$ cat config.mk
export PLATFORM = sky130hd
export DESIGN_NAME = status_led_driver
export DESIGN_NICKNAME = d
export VERILOG_FILES = /design/src/rtl/status_led_pkg.sv /design/src/rtl/status_led_driver_tick_prescaler.sv /design/src/rtl/status_led_driver.sv
export SDC_FILE = /design/constraint.sdc
export NUM_CORES = 1
export LEC_CHECK = 0
export CORE_MARGIN = 1
export CORE_UTILIZATION = 53
export CTS_BUF_LIST = sky130_fd_sc_hd__clkbuf_16
export DETAILED_ROUTE_END_ITERATION = 10
export HOLD_SLACK_MARGIN = 0.1
export PLACE_DENSITY = 0.73
export SLEW_MARGIN = 20
export SYNTH_ARGS = -nofsm -noshare
export SYNTH_HDL_FRONTEND = slang
export SYNTH_SLANG_ARGS = --single-unit
$ cat constraint.sdc
create_clock -name clk -period 2.2 [get_ports clk]
set_input_delay 0.22 -clock clk [delete_from_list [all_inputs] [get_ports clk]]
set_output_delay 0.22 -clock clk [all_outputs]
set_load 0.01 [all_outputs]
$ cat src/rtl/status_led_pkg.sv
// Shared types and constants for the status LED driver.
// Optional feature macro: STATUS_LED_PWM_EN (idle-on PWM dimming).
package status_led_pkg;

    typedef enum logic [1:0] {
        ST_IDLE,
        ST_ON,
        ST_OFF
    } led_state_t;

    // Width of the free-running PWM counter (sixteen duty steps).
    localparam int unsigned PWM_CNT_W = 4;

    // Bits needed to count 0..n-1, never less than one bit.
    function automatic int unsigned cnt_width(input int unsigned n);
        return (n <= 2) ? 1 : $clog2(n);
    endfunction

endpackage

$ cat src/rtl/status_led_driver_tick_prescaler.sv
// Free-running prescaler: pulses tick for one cycle every PRESCALE cycles.
// Optional feature macro: STATUS_LED_PWM_EN (not used in this file).
import status_led_pkg::*;

module tick_prescaler #(
    parameter int unsigned PRESCALE = 50000
) (
    input  logic clk,
    input  logic clear,
    output logic tick
);

    localparam int unsigned CNT_W = cnt_width(PRESCALE);
    localparam logic [CNT_W-1:0] CNT_LAST = CNT_W'(PRESCALE - 1);

    logic [CNT_W-1:0] cnt;

    assign tick = (cnt == CNT_LAST);

    // Count 0..PRESCALE-1 and wrap; clear restarts the period at 0.
    always_ff @(posedge clk) begin
        if (clear || tick) begin
            cnt <= '0;
        end else begin
            cnt <= cnt + 1'b1;
        end
    end

endmodule

$ cat src/rtl/status_led_driver.sv
// Status LED driver: blinks an acknowledge sequence on every status change,
// otherwise shows the status level.
// Optional feature macro: STATUS_LED_PWM_EN (dims the idle-on level by PWM).
import status_led_pkg::*;

module status_led_driver #(
    parameter int unsigned PRESCALE    = 50000,
    parameter int unsigned BLINK_TICKS = 100,
    parameter int unsigned BLINK_COUNT = 3,
    parameter int unsigned PWM_DUTY    = 4
) (
    input  logic clk,
    input  logic reset,
    input  logic status,
    output logic led,
    output logic busy
);

    localparam int unsigned TICK_W  = cnt_width(BLINK_TICKS);
    localparam int unsigned BLINK_W = cnt_width(BLINK_COUNT);
    localparam logic [TICK_W-1:0]  TICK_LAST  = TICK_W'(BLINK_TICKS - 1);
    localparam logic [BLINK_W-1:0] BLINK_LAST = BLINK_W'(BLINK_COUNT - 1);

    if (PRESCALE < 1 || BLINK_TICKS < 1 || BLINK_COUNT < 1) begin : g_bad_count
        $error("status_led_driver: PRESCALE, BLINK_TICKS and BLINK_COUNT must be at least 1");
    end
    if (PWM_DUTY > (1 << PWM_CNT_W)) begin : g_bad_duty
        $error("status_led_driver: PWM_DUTY must be 0..16");
    end

    led_state_t        state;
    logic              status_q;
    logic [TICK_W-1:0] tick_cnt;
    logic [BLINK_W-1:0] blink_cnt;
    logic              change;
    logic              tick;
    logic              idle_led;

    assign change = (status != status_q);

    // A change restarts the tick period so every half-period is full length.
    tick_prescaler #(
        .PRESCALE (PRESCALE)
    ) u_prescaler (
        .clk   (clk),
        .clear (reset || change),
        .tick  (tick)
    );

`ifdef STATUS_LED_PWM_EN
    logic [PWM_CNT_W-1:0] pwm_cnt;

    // Free-running PWM phase counter for the idle-on level.
    always_ff @(posedge clk) begin
        if (reset) begin
            pwm_cnt <= '0;
        end else begin
            pwm_cnt <= pwm_cnt + 1'b1;
        end
    end

    assign idle_led = status_q && ({1'b0, pwm_cnt} < (PWM_CNT_W + 1)'(PWM_DUTY));
`else
    assign idle_led = status_q;
`endif

    // Blink FSM; led and busy are registered alongside the next state.
    always_ff @(posedge clk) begin
        if (reset) begin
            state     <= ST_IDLE;
            status_q  <= status;
            tick_cnt  <= '0;
            blink_cnt <= '0;
            led       <= 1'b0;
            busy      <= 1'b0;
        end else if (change) begin
            // Takes priority over every state, including the OFF exit.
            state     <= ST_ON;
            status_q  <= status;
            tick_cnt  <= '0;
            blink_cnt <= '0;
            led       <= 1'b1;
            busy      <= 1'b1;
        end else begin
            case (state)
                ST_IDLE: begin
                    led  <= idle_led;
                    busy <= 1'b0;
                end
                ST_ON: begin
                    if (tick) begin
                        if (tick_cnt == TICK_LAST) begin
                            tick_cnt <= '0;
                            state    <= ST_OFF;
                            led      <= 1'b0;
                        end else begin
                            tick_cnt <= tick_cnt + 1'b1;
                        end
                    end
                end
                ST_OFF: begin
                    if (tick) begin
                        if (tick_cnt == TICK_LAST) begin
                            tick_cnt <= '0;
                            if (blink_cnt == BLINK_LAST) begin
                                blink_cnt <= '0;
                                state     <= ST_IDLE;
                                led       <= idle_led;
                                busy      <= 1'b0;
                            end else begin
                                blink_cnt <= blink_cnt + 1'b1;
                                state     <= ST_ON;
                                led       <= 1'b1;
                            end
                        end else begin
                            tick_cnt <= tick_cnt + 1'b1;
                        end
                    end
                end
                default: begin
                    state <= ST_IDLE;
                    led   <= 1'b0;
                    busy  <= 1'b0;
                end
            endcase
        end
    end

endmodule

==> impl_results.md <==
- Status: finished clean
- Setup_tns: 0 ns
- Static Leakage: between 0.6 and 0.7 nW
- CTS Buf Count: 5
- P&R area growth vs syn: 22.8%
- Nets@finish: 202
- GRT Overall Usage: 25.2%
- Final Worst Setup Slack: approximately 0.083 ns
- Avg Cell Area, Syn: between 8 and 9 um2
- FF-to-FF path depth: 5
- Final worst path period need: 2.12 ns
- IO Count: 5
- Vias per cell: 6.26
- Clk_lat worst skew: 0.28 ns
- Synth Cell Area: ~1500 um2
- Finish-stage setup viols: 0
- Core Area: 2590 um2
- Hpwl dp: approximately 2.4 mm
- Post-synth EDFFs: 1
- CP Capture Type: flop
- First-pass GRT wire length: 6.02 mm
- Worst slack at placement: -0.0718 ns
- Synth top area share: around 39%
- Chip height: ~55 um
- WHS Endpoint: u_prescaler.cnt[0]$_SDFF_PP0_
- Root buffer cell: clkbuf_16
- Ant diodes: 0
- Post-Syn Instances: roughly 170
- Sequential area share after synthesis: between 40% and 50%
- Clk_skew: between 0.006 and 0.007 ns
- Worst hold path class: reg -> reg
- Peak supply drop: slightly below 0.0009 V
- Synth cell types: between 40 and 50
- Worst path bufs/invs: 1
- CTS tree: done
- DR pass1 iterations: 4
- RSZ-0062 raised after global routing: false
- Fin. Hold Viols: 0
- Primary FF master, synth: dfxtp_1
- Crit path max-delay family: simple AND/OR/NAND/NOR gates
- Finished Cell Area: around 1800 um2
- Number of global-route vias before repair: around 1400
- Largest stage delay, worst path: 0.55 ns
- Die ar.: about 3100 um2
- Clock Sinks: 30
- Clock transition at the registers of the reported paths: about 0.050 ns
- Fin crit share: just under 100%
- Yosys Warn Count: 0
- Antenna-violating nets left: 0
- Max clock buf depth: 2
- DRC Markers: 0
- Max Slew Vio Count: 0
- Slew HR: ~71%
- CP Class: reg -> reg
- Synthesis-stage register bit count: 30
- Power per cell area: around 730 nW/um2
- Hold Path Origin: u_prescaler.cnt[0]$_SDFF_PP0_
- FF-to-FF End: tick_cnt[4]$_SDFFE_PP0P_
- Yosys top cell by area: dfxtp_1
- GP Congestion: ~0.8
- Die extent in x: around 55 um
- Crit path DAT: ~2.3 ns
- Crit path launch: u_prescaler.cnt[13]$_SDFF_PP0_
- Required @ worst endpoint: between 2 and 2.5 ns
- Mean routed wirelength per cell: 15.3 um
- Overflow after GRT: 0
- Ys async rst share: 0%
- Effective utilization at floorplan: between 50% and 60%
- # H-tree levels: 2
- Post-Syn Nets: 182
- Total chip power: approximately 1.3 mW
- Row count: 18
- Port-buffer cells: 4
- Share of cells above drive strength 1: between 10% and 20%
- Slew @ Worst Pin: 0.427 ns
- Initial antenna violation count: 0
- Placed cell count: between 200 and 250
- Crit Reg-Reg Startpoint: u_prescaler.cnt[13]$_SDFF_PP0_
- List of most frequent post-synthesis cells: dfxtp_1 (29), nor2_1 (20), a21oi_1 (9), inv_1 (9), nand3_1 (9)
- Final wirelength: ~3.4 mm
- CP max-delay cell: or4b_4
- Crit Path Max Fanout: 13
- Most common cell in the netlist: dfxtp_1
- Fmax: ~470 MHz
- Routed vias: 1408
- DP Area: 1680 um2
- Reg-to-reg slack, setup: 0.08 ns
- Hold depth: 1
- Startpoint Class: flop
- Largest net degree at the start of global routing: 15
- Final cell count without fillers: 225
- Maxcap violations: 0
- Critical-path cell list: or4b_4 > or4_4 > buf_6 > or3_1 > a21oi_1
- Initial DRC count: 80
- Top cells by area, synth: dfxtp_1 (39%), nor2_1 (5.0%), xnor2_1 (4.7%)
==> through the flow <==
step           hold slack, ns  utilization, %
6_report                0.467            71.4
5_1_grt                 0.481            71.4
4_1_cts                 0.466            70.5
3_5_place_dp            0.456            65.0
3_3_place_gp            0.442            65.0
2_1_floorplan           0.319               -
==> registers in the layout, summed over array words and instances (netlist names) <==
register	cells
u_prescaler.cnt	16
idle_led	1
busy	1
state	2
led	1
tick_cnt	7
blink_cnt	2
==> power by group <==
part / switching [mW] / internal [mW]
Clock: 0.245 / 0.412
Sequential: 0.0108 / 0.561
Combinational: 0.0676 / 0.0517
==> layer usage <==
layer  share of wire [%]  global-route usage, %
met2                  50                   41.1
met3                 5.7                   8.43
met5                   0                      0
met1                  42                   28.8
met4                 2.6                   14.3
==> area by class of cell <==
| type | instances | area, um2 |
|---|---|---|
| timing repair buffer | 19 | 169 |
| tap | 30 | 37.5 |
| fill | 190 | 742 |
| inverter | 9 | 33.8 |
| clock inverter | 3 | 16.3 |
| multi-input combinational | 129 | 856 |
| sequential | 30 | 611 |
| clock buffer | 5 | 125 |
==> worst max path at each step <==
| stage | to | slack [ns] | cells after the start |
|---|---|---|---|
| floorplan | tick_cnt[3]$_SDFFE_PP0P_ | 0.06 | 6 |
| global placement | state[0]$_SDFFE_PP0P_ | 0.04 | 5 |
| detailed placement | state[0]$_SDFFE_PP0P_ | -0.07 | 5 |
| CTS | state[0]$_SDFFE_PP0P_ | 0.0002 | 5 |
| global route | tick_cnt[4]$_SDFFE_PP0P_ | 0.03 | 5 |
| finish | tick_cnt[4]$_SDFFE_PP0P_ | 0.08 | 5 |
==> kinds of logic after synthesis <==
| family | after synthesis | synth area share [%] |
|---|---|---|
| AOI/OAI and AO/OA | 36 | 16.2 |
| xor gates and xnor gates | 12 | 6.98 |
| adders and majority gates | 5 | 4.16 |
| buffers and inverters | 15 | 3.82 |
| DFF | 30 | 40.6 |
| and+or+nand+nor | 76 | 28.3 |
==> placed cells by master, fill, tap and decap left out, drive strengths merged, types with 4 or more instances in the layout <==
cell | synthesis | routed
nand3 | 9 | 9
buf | 1 | 15
xor2 | 4 | 4
ha | 5 | 5
nand2 | 8 | 8
clkbuf | 5 | 5
xnor2 | 8 | 8
clkdlybuf4s50 | 0 | 4
nor2 | 20 | 20
or3 | 5 | 5
dfxtp | 29 | 29
o21ai | 8 | 8
and3 | 5 | 5
inv | 9 | 9
a21oi | 9 | 9
nand4 | 7 | 7
==> what timing repair did <==
item	4_1_cts	5_1_grt
cloned	0	0
setup endpoints to repair	1	7
setup buffers	0	0
pin swaps	1	1
hold buffers	0	0
gates resized for setup	1	4
Note: power is estimated with default switching activity, not from simulation.
